**src/rtl/adc_sar_seq_ctrl.sv**
```systemverilog
// SAR conversion sequencer: drives samp, waits for eoc, checks B/BN complementarity
// and queues results in a small valid/ready FIFO with sticky timeout/overflow flags.
module adc_sar_seq_ctrl #(
  parameter int SAMP_CYCLES  = 4,
  parameter int CONV_TIMEOUT = 16,
  parameter int FIFO_DEPTH   = 4
) (
  input  logic       clk,
  input  logic       rst_n,
  input  logic       start,
  input  logic       cont,
  input  logic       clr,
  output logic       samp,
  input  logic       eoc,
  input  logic [9:0] b_in,
  input  logic [9:0] bn_in,
  output logic [9:0] data_out,
  output logic       data_err,
  output logic       data_valid,
  input  logic       data_ready,
  output logic       busy,
  output logic       timeout,
  output logic       overflow
);

  localparam int AW = $clog2(FIFO_DEPTH);
  localparam int TW = $clog2(CONV_TIMEOUT + 1);
  localparam logic [3:0]    SAMP_LAST = 4'(SAMP_CYCLES - 1);
  localparam logic [TW-1:0] TO_LAST   = TW'(CONV_TIMEOUT - 1);

  typedef enum logic [1:0] {ST_IDLE, ST_SAMPLE, ST_CONVERT} state_t;

  state_t        state_q, state_d;
  logic [3:0]    scnt_q, scnt_d;
  logic [TW-1:0] tcnt_q, tcnt_d;
  logic          samp_q, samp_d;
  logic          timeout_q, timeout_d;
  logic          overflow_q, overflow_d;
  logic [AW:0]   wr_ptr_q, wr_ptr_d;
  logic [AW:0]   rd_ptr_q, rd_ptr_d;
  logic [10:0]   hold_q, hold_d;
  logic [10:0]   mem_q [FIFO_DEPTH];
  logic [10:0]   head;
  logic          push_req, push, pop, full, empty, conv_timeout;

  always_comb begin
    state_d      = state_q;
    scnt_d       = scnt_q;
    tcnt_d       = tcnt_q;
    push_req     = 1'b0;
    conv_timeout = 1'b0;
    case (state_q)
      ST_IDLE: begin
        if (start) begin
          state_d = ST_SAMPLE;
          scnt_d  = '0;
        end
      end
      ST_SAMPLE: begin
        if (scnt_q == SAMP_LAST) begin
          state_d = ST_CONVERT;
          tcnt_d  = '0;
        end else begin
          scnt_d = scnt_q + 4'd1;
        end
      end
      ST_CONVERT: begin
        tcnt_d = tcnt_q + 1'b1;
        if (eoc) begin
          push_req = 1'b1;
          if (cont && start) begin
            state_d = ST_SAMPLE;
            scnt_d  = '0;
          end else begin
            state_d = ST_IDLE;
          end
        end else if (tcnt_q == TO_LAST) begin
          conv_timeout = 1'b1;
          state_d      = ST_IDLE;
        end
      end
      default: state_d = ST_IDLE;
    endcase
    samp_d = (state_d == ST_SAMPLE);
  end

  // Wrap bit differs but index matches -> full; a pop on the same edge frees the slot.
  assign empty = (wr_ptr_q == rd_ptr_q);
  assign full  = (wr_ptr_q[AW] != rd_ptr_q[AW]) && (wr_ptr_q[AW-1:0] == rd_ptr_q[AW-1:0]);
  assign pop   = !empty && data_ready;
  assign push  = push_req && (!full || pop);
  assign head  = mem_q[rd_ptr_q[AW-1:0]];

  always_comb begin
    timeout_d = (timeout_q && !clr) || conv_timeout;
    if (clr) begin
      overflow_d = 1'b0;
      wr_ptr_d   = wr_ptr_q;
      rd_ptr_d   = wr_ptr_q;
      hold_d     = {data_err, data_out};
    end else begin
      overflow_d = overflow_q || (push_req && full && !pop);
      wr_ptr_d   = wr_ptr_q + {{AW{1'b0}}, push};
      rd_ptr_d   = rd_ptr_q + {{AW{1'b0}}, pop};
      hold_d     = pop ? head : hold_q;
    end
  end

  always_ff @(posedge clk or negedge rst_n) begin
    if (!rst_n) begin
      state_q    <= ST_IDLE;
      scnt_q     <= '0;
      tcnt_q     <= '0;
      samp_q     <= 1'b0;
      timeout_q  <= 1'b0;
      overflow_q <= 1'b0;
      wr_ptr_q   <= '0;
      rd_ptr_q   <= '0;
      hold_q     <= '0;
    end else begin
      state_q    <= state_d;
      scnt_q     <= scnt_d;
      tcnt_q     <= tcnt_d;
      samp_q     <= samp_d;
      timeout_q  <= timeout_d;
      overflow_q <= overflow_d;
      wr_ptr_q   <= wr_ptr_d;
      rd_ptr_q   <= rd_ptr_d;
      hold_q     <= hold_d;
    end
  end

  always_ff @(posedge clk) begin
    if (push && !clr) begin
      mem_q[wr_ptr_q[AW-1:0]] <= {(b_in != ~bn_in), b_in};
    end
  end

  // An empty FIFO keeps presenting the last popped word instead of stale storage.
  assign data_out   = empty ? hold_q[9:0] : head[9:0];
  assign data_err   = empty ? hold_q[10]  : head[10];
  assign data_valid = !empty;
  assign samp       = samp_q;
  assign busy       = (state_q != ST_IDLE);
  assign timeout    = timeout_q;
  assign overflow   = overflow_q;

endmodule

```
**config.mk**
```make
export PLATFORM = sky130hd
export DESIGN_NAME = adc_sar_seq_ctrl
export DESIGN_NICKNAME = d
export VERILOG_FILES = /design/src/rtl/adc_sar_seq_ctrl.sv
export SDC_FILE = /design/constraint.sdc
export NUM_CORES = 1
export LEC_CHECK = 0
export CORE_MARGIN = 1.5
export CORE_UTILIZATION = 45
export CTS_CLUSTER_DIAMETER = 120
export DETAILED_ROUTE_END_ITERATION = 7
export PLACE_DENSITY = 0.65
export RECOVER_POWER = 50
export SYNTH_ARGS = -nofsm -noshare
export SYNTH_HDL_FRONTEND = slang
export SYNTH_SLANG_ARGS = --single-unit
```
**constraint.sdc**
```tcl
create_clock -name clk -period 2.6 [get_ports clk]
set_clock_uncertainty 0.2 [all_clocks]
set_input_delay 0.52 -clock clk [delete_from_list [all_inputs] [get_ports clk]]
set_output_delay 0.52 -clock clk [all_outputs]
set_load 0.03 [all_outputs]
```
# Yosys cells after proc, flatten, opt, wreduce, memory -nomap -nowiden
# Memory sizes are Yosys's and may differ from the RTL's.
# Cells that the tools add are included.
[totals] word_cells=77 ram_bits=44 n_memories=1 reg_bits=31 out_inout_bits=16 inputBits=27
[mem_list] memory="mem_q" depth=4 word_bits=11 rd=1 rd_clocked_by_memory_dff=0 write_ports=1 line_no="42" rtl="logic [10:0] mem_q [FIFO_DEPTH];"
[classes] add_sub_neg=4 n_mux=26 n_eq_ne=14 bitwise=1 reduce_logical=22
[op_table] operator="$mux W11" n=2
[op_table] operator="$mux W4" n=4
[op_table] operator="$pmux W4 S3" n=1
[op_table] operator="$mux W1" n=10
[op_table] operator="$mux W10" n=1
[op_table] operator="$ne A10 B10 Y1" n=1
[op_table] operator="$ne A2 B2 Y1 const B" n=5
[op_table] operator="$not A10 Y10" n=1
[op_table] operator="$pmux W5 S2" n=1
[op_table] operator="$logic_and A1 B1 Y1" n=8
[op_table] operator="$mux W2" n=4
[op_table] operator="$add A3 B1 Y3" n=2
[op_table] operator="$pmux W2 S3" n=1
[op_table] operator="$reduce_bool A2 Y1" n=3
[op_table] operator="$add A5 B1 Y5 const B" n=1
[op_table] operator="$eq A5 B4 Y1 const B" n=1
[op_table] operator="$mux W5" n=1
[op_table] operator="$reduce_and A5 Y1" n=1
[op_table] operator="$add A4 B1 Y4 const B" n=1
[op_table] operator="$eq A2 B1 Y1 const B" n=2
[op_table] operator="$eq A4 B2 Y1 const B" n=1
[op_table] operator="$logic_not A1 Y1" n=4
[op_table] operator="$eq A3 B3 Y1" n=1
[op_table] operator="$logic_or A1 B1 Y1" n=3
[op_table] operator="7 further kinds" n=7

# Logic depth before layout (Yosys ltp)
# Gate-level depths: netlist of run 1.
[logic_depth] ltp_word=8 depth_mapped=9 ltp_nobuf=7

# Least setup slack after synthesis of run 1
# OpenSTA, ideal clock, no wires.
[synth_path] path_kind="reg2out" startpoint="register wr_ptr_q[1]" endpoint="output port data_out[2]" path_slack_ns=0.195 n_path_buf=2 arrival_time_ns=1.685 required_ns=1.880 path_stages_with_launch=6 cell_sequence="dfrtp_1 xor2_1 or3b_1 buf_2 buf_2 mux2_2"
[synth_via] elab_chain_len=2
[synth_rtl] item="start, declared" line_no="39" rtl="logic [AW:0] wr_ptr_q, wr_ptr_d;"
[synth_rtl] item="start signal, assigned" line_no="127" rtl="wr_ptr_q <= wr_ptr_d;"
[synth_rtl] item="$eq A3 B3 Y1" line_no="88" rtl="assign empty = (wr_ptr_q == rd_ptr_q);"
[synth_rtl] item="$mux W10" line_no="140" rtl="assign data_out = empty ? hold_q[9:0] : head[9:0];"
[synth_rtl] item="end, declared" line_no="17" rtl="output logic [9:0] data_out,"
# No other way between the ends.

# Worst setup path after layout of run 1
[layout_path] startpoint="register wr_ptr_q[2]" endpoint="output port data_out[7]"
# The elaborated chain is that of the path after synthesis.

==> results of run 1 <==
power breakdown:
group	switching, mW	leakage, nW	internal (mW)	total [mW]
clock network	0.444	0.0853	0.349	0.793
registers	0.118	0.801	1.45	1.57
logic	1.27	0.777	1.41	2.68
total	1.83	1.66	3.20	5.04
cells in the mapped netlist:
library cell / n / share of area [%]
a21boi_0: 1 / 0.23
a21o_1: 2 / 0.45
a21oi_1: 1 / 0.15
a22o_1: 1 / 0.26
a31oi_1: 1 / 0.19
and2_1: 2 / 0.38
and3_1: 4 / 0.76
and3b_1: 1 / 0.26
and4b_1: 1 / 0.30
buf_2: 3 / 0.45
buf_6: 1 / 0.34
clkbuf_1: 2 / 0.23
dfrtp_1: 31 / 23
edfxtp_1: 44 / 40
ha_1: 7 / 2.6
inv_1: 10 / 1.1
mux2_2: 12 / 4.1
mux2_4: 10 / 4.5
mux2i_1: 1 / 0.30
mux4_2: 11 / 7.5
nand2_1: 8 / 0.91
nand2b_1: 4 / 0.76
nand3_1: 1 / 0.15
nand4_1: 1 / 0.19
nor2_1: 5 / 0.57
nor2b_1: 2 / 0.38
nor3b_1: 3 / 0.68
nor4_1: 3 / 0.57
o21a_4: 1 / 0.45
o21ai_0: 12 / 1.8
o22ai_1: 1 / 0.19
o31ai_1: 2 / 0.45
o32ai_1: 3 / 0.79
or2_2: 1 / 0.19
or3b_1: 1 / 0.26
xnor2_1: 11 / 2.9
xor2_1: 4 / 1.1
kinds of logic after synthesis:
| group | after synthesis | synth area share, % |
|---|---|---|
| adder cells (fa/ha/maj) | 7 | 2.649 |
| XOR/XNOR | 15 | 3.974 |
| AND/OR/NAND/NOR | 37 | 6.359 |
| flip-flops | 75 | 63.44 |
| buffers and inverters | 16 | 2.158 |
| AO/OA/AOI/OAI | 25 | 4.996 |
| multiplexers | 34 | 16.43 |
layer usage:
metal	wire length [um]	share of wire, %	up-vias	global-route usage [%]
met1	2745	45	898	23.02
met4	87	1.4	0	7.670
li1	-	-	926	-
met5	0	0	-	0
met3	193	3.2	7	4.571
met2	3056	50	32	27.75
flip-flops by register name, indices dropped and copies added, names as in the netlist:
signal	flops
hold_q	11
mem_q	44
overflow	1
rd_ptr_q	3
samp	1
scnt_q	4
state_q	2
tcnt_q	5
timeout	1
wr_ptr_q	3
per-stage QoR:
| step | power [mW] | worst slack (ns) | setup TNS, ns |
|---|---|---|---|
| 3_3_place_gp | 4.014 | 0.08226 | 0 |
| 4_1_cts | 5.071 | -0.1455 | -1.442 |
| 2_1_floorplan | 3.283 | 0.1946 | 0 |
| 5_1_grt | 5.310 | -0.1449 | -1.417 |
| 3_5_place_dp | 4.045 | 0.02973 | 0 |
| 6_report | 5.036 | -0.08111 | -0.7288 |
worst paths after layout:
| check | start | endpoint | slack [ns] | cells after the start |
|---|---|---|---|---|
| worst min register to register | tcnt_q[4] | tcnt_q[4] | 0.30 | 2 |
| worst max register to register | rd_ptr_q[2] | wr_ptr_q[1] | 0.14 | 11 |
| worst max-delay path | wr_ptr_q[2] | data_out[7] | -0.08 | 5 |
| max in group asynchronous | rst_n | wr_ptr_q[2] | 1.04 | 2 |
| min in group asynchronous | rst_n | hold_q[2] | 0.59 | 2 |
| worst min-delay path | tcnt_q[4] | tcnt_q[4] | 0.30 | 2 |
worst max-delay path, cell delays in order, from the launching register on:
cell and delay, ns:
dfrtp_2 0.43, xnor2_2 0.17, or3b_4 0.45, buf_6 0.15, mux2_2 0.28, buf_6 0.14
cell type report:
| type | instances | area share (%) |
|---|---|---|
| clock buffers | 9 | 2.946 |
| clock inverters | 7 | 1.190 |
| inverters | 10 | 0.8926 |
| multi-input cells | 118 | 27.28 |
| flip-flops and latches | 75 | 49.90 |
| well taps | 99 | 2.946 |
| repair buffers | 63 | 14.85 |
repair_timing:
item | 4_1_cts | 5_1_grt
pin swaps | 1 | 1
buffers inserted | 4 | 2
gates resized for setup | 17 | 4
endpoints found under the setup margin | 12 | 11
==> out/metrics.yaml, run 1 <==
start_kind: "flop"
fin_crit_sh_pct: 103.1
track_usage_pct: 17.58
layout_commonest_cell: "edfxtp_1"
design.die.area_um2: 7869
drtAntennaViolNets: 0
ys_seq_area_share_pct: 63.44
num_antenna_cells: 0
grt_pass1_vias: 1910
slew_violations: 0
p_leak_nw: 1.662
clkLatencyLatePin_ns: 0.35
layout_common_cells: "edfxtp_1, dfrtp_1, clkdlybuf4s50_1, buf_4, buf_6"
placed_cell_area_um2: 3914
route.detailed.drc: 0
die_width_um: 88.71
cts_hold_buf: 0
synth_warnings: 0
final_cells: 381
layout_min_cycle_time_ns: 2.681
clock-sinks: 75
ys_seq_elements: 75
syn_inst: 209
synth_area_um2: 3306
arrival_ns: 1.96
dp_hpwl_um: 4195
end_kind: "output pin"
first_pass_iters: 4
setup.worst_path.class: "flop to output pin"
vias_per_cell: 4.890
fillers: 577
antenna_found_initial: 0
final-setup-viol-count: 11
routed_wirelength_um: 6083
grt_pass1_wl_um: 9929
multiInputGateArea_um2: 1147
synth_cell_types: 37
tightest_slew_ns: 0.8089
htreeDepth: 3
clock_path_buffers: 2
drv_cap: 0
ir_drop_uv: 411.4
grt_overflow: 0
ios: 43
maxClockFrequency_mhz: 373.0
violations: "setup timing"
wire_per_inst_um: 15.97
fin_ws_ns: -0.08111
place.gp.congestion: 0.7469
grt_max_degree: 32
cts_made_buffers: 9
path_max_fanout: 5
whs_ns: 0.3026
root_buffer: "clkbuf_8"
finalNetCount: 311
core_area_um2: 7176
required_ns: 1.88
initial_core_util_pct: 46.07
syn_to_final_growth_pct: 27.21
design_area_um2: 4205
port_buffers: 42
clk_pin_slew_worst_paths_ns: 0.08
hold_viol: 0
num_vias: 1863
fin_util_pct: 58.61
dp.cells: 359
initialDrtViolationCount: 41
syn-num-nets: 243
avgSynthCellArea_um2: 15.82
min_path_type: "flop to flop"
status: "finished, violations left"
die_h_um: 88.71
rsz0062_at_grt: "yes"
cts_tree: "built"
ff_latch_area_um2: 2098
drive_gt1_share_pct: 29.79
p_per_area_nw_per_um2: 1198
slew_headroom_pct: 46.08
rows: 31
(Power assumes the default switching activity.)
==> run 2: changes to the inputs <==
- CORE_MARGIN: 1.5 -> 5
- PLACE_DENSITY: 0.65 -> 0.71
==> out/metrics.yaml, run 2 (synthesis gave the netlist of run 1 again) <==
ir_drop_uv: 419.3  # +1.9%
path_max_fanout: 8  # +3
min_delay_path_depth: 1  # -1
wire_per_inst_um: 16.28  # +1.9%
syn_to_final_growth_pct: 26.12
rsz0062_at_grt: "yes"
pre_cts_ws_ns: 0.04825  # +0.01852 ns
holdPathEnd: "tcnt_q[3]"
power_mw: 4.860  # -3.5%
dp.cells: 358  # -0.28%
vias_per_cell: 5.047  # +3.2%
grt_max_degree: 32  # unchanged
place.gp.congestion: 0.7458  # -0.15%
drv_cap: 0  # unchanged
layout_min_cycle_time_ns: 2.704  # +0.02335 ns
hold_viol: 0  # unchanged
rr_startpoint: "rd_ptr_q[2]"
p_per_area_nw_per_um2: 1166  # -2.7%
whs_ns: 0.2760  # -0.02652 ns
clock_path_buffers: 2  # unchanged
r2r-end: "wr_ptr_q[1]"
holdCritStartpoint: "tcnt_q[3]"
drive_gt1_share_pct: 30.18  # +0.39 points
tightest_slew_ns: 0.7721  # -0.03681 ns
required_ns: 1.88  # about the same
core_area_um2: 7214  # +0.54%
port_buffers: 42  # unchanged
largest_reg_flops: 44  # unchanged
root_buffer: "clkbuf_8"
initial_core_util_pct: 45.82  # -0.25 points
finalNetCount: 314  # +0.96%
design_area_um2: 4169  # -0.86%
die_width_um: 95.71  # +7.9%
htreeDepth: 3  # unchanged
arrival_ns: 1.98  # +0.02 ns
grt_pass1_wl_um: 9984  # +0.55%
setup.worst_path.class: "flop to output pin"
route.detailed.drc: 0  # unchanged
status: "finished, violations left"
power_frac_comb_pct: 53.0  # about the same
routed_wirelength_um: 6250  # +2.7%
rrSetupSlack_ns: 0.04  # -0.10 ns
final-setup-viol-count: 11  # unchanged
antenna_found_initial: 0  # unchanged
violations: "setup timing"
cts_hold_buf: 0  # unchanged
r2r_cells: 12  # +1
end_kind: "output pin"
clk_pin_slew_worst_paths_ns: 0.08  # about the same
fin_ws_ns: -0.1045  # -0.02335 ns
slew_headroom_pct: 48.53  # +2.5 points
layout_commonest_cell: "edfxtp_1"
ios: 43  # unchanged
grt_overflow: 0  # unchanged
num_vias: 1938  # +4.0%
seq_power_share_pct: 32.3  # +1.2 points
initialDrtViolationCount: 88  # +110%
start_kind: "flop"
drtAntennaViolNets: 0  # unchanged
fin_crit_sh_pct: 104.0  # +0.90 points
placed_cell_area_um2: 3894  # -0.51%
track_usage_pct: 15.00  # -2.6 points
p_int_mw: 3.091  # -3.5%
clock-sinks: 75  # unchanged
first_pass_iters: 4  # unchanged
switching_share_pct: 36.40  # about the same
clkLatencyLatePin_ns: 0.34  # about the same
slew_violations: 0  # unchanged
rows: 31  # unchanged
num_antenna_cells: 0  # unchanged
dp_hpwl_um: 4379  # +4.4%
die_h_um: 95.71  # +7.9%
final_cells: 384  # +0.79%
design.die.area_um2: 9160  # +16%
p_leak_nw: 1.652  # -0.64%
maxClockFrequency_mhz: 369.8  # -0.86%
cts_tree: "built"
layout_common_cells: "edfxtp_1, dfrtp_1, buf_4, clkdlybuf4s50_1"
min_path_type: "flop to flop"
p_clk_share_pct: 14.7  # -1.1 points
cts_made_buffers: 9  # unchanged
net-switching-power_mw: 1.769  # -3.5%
grt_pass1_vias: 2047  # +7.2%
==> run 2: worst max path at each step <==
stage	from	endpoint	slack [ns]	cells past startpoint
2_1_floorplan	wr_ptr_q[1]	data_out[2]	0.19	5
3_3_place_gp	data_ready	mem_q[1][4]	0.10	4
3_5_place_dp	data_ready	mem_q[1][4]	0.05	4
4_1_cts	rd_ptr_q[2]	data_out[7]	-0.11	5
5_1_grt	rd_ptr_q[0]	data_err	-0.19	5
6_report	rd_ptr_q[0]	data_err	-0.10	5
==> run 2: cell type report <==
type,count,area (um2)
Timing Repair Buffer,66,599.3
Fill cell,607,3045
Inverter,10,37.54
Sequential cell,75,2097
Multi-Input combinational cell,118,1160
Tap cell,99,123.9
Clock inverter,5,20.02
Clock buffer,11,131.4
==> run 2: repair_timing <==
| item | in CTS | in global routing |
|---|---|---|
| pin swaps | 1 | 0 |
| endpoints found under the hold margin | 0 | 0 |
| gates resized for setup | 5 | 12 |
| endpoints found under the setup margin | 12 | 57 |
| setup buffers | 7 | 3 |
==> run 2: power groups by stage <==
stage	Combinational, mW	Clock, mW	Sequential (mW)
floorplan	1.69	0	1.59
global placement	2.40	0	1.58
detailed placement	2.45	0	1.59
CTS	2.50	0.735	1.57
global route	2.75	0.799	1.59
finish	2.58	0.714	1.57
==> run 2: per-stage QoR <==
step	setup TNS [ns]	utilization, %
global placement	0	53.97
CTS	-1.015	56.97
floorplan	0	-
finish	-0.8251	57.79
global route	-1.856	57.79
detailed placement	0	53.97
==> run 2: worst max-delay path: stages (launching register included) <==
cell and delay [ns]:
dfrtp_1 0.43, xor2_2 0.18, or3b_4 0.43, buf_6 0.17, mux2_2 0.27, buf_4 0.17
==> run 2: routing by layer <==
layer | share of wire (%) | up-vias | routed length [um] | track usage [%]
met5 | 0 | - | 0 | 0
met4 | 1.8 | 0 | 114 | 7.227
met3 | 3.6 | 8 | 227 | 3.440
met2 | 51 | 38 | 3185 | 24.26
met1 | 44 | 964 | 2723 | 19.10
li1 | - | 928 | - | -
==> run 3: changes to the inputs <==
- CAP_MARGIN: not set -> 20
==> results of run 3 <==
No change in the layout: final DEF, timing and power equal those of run 2.
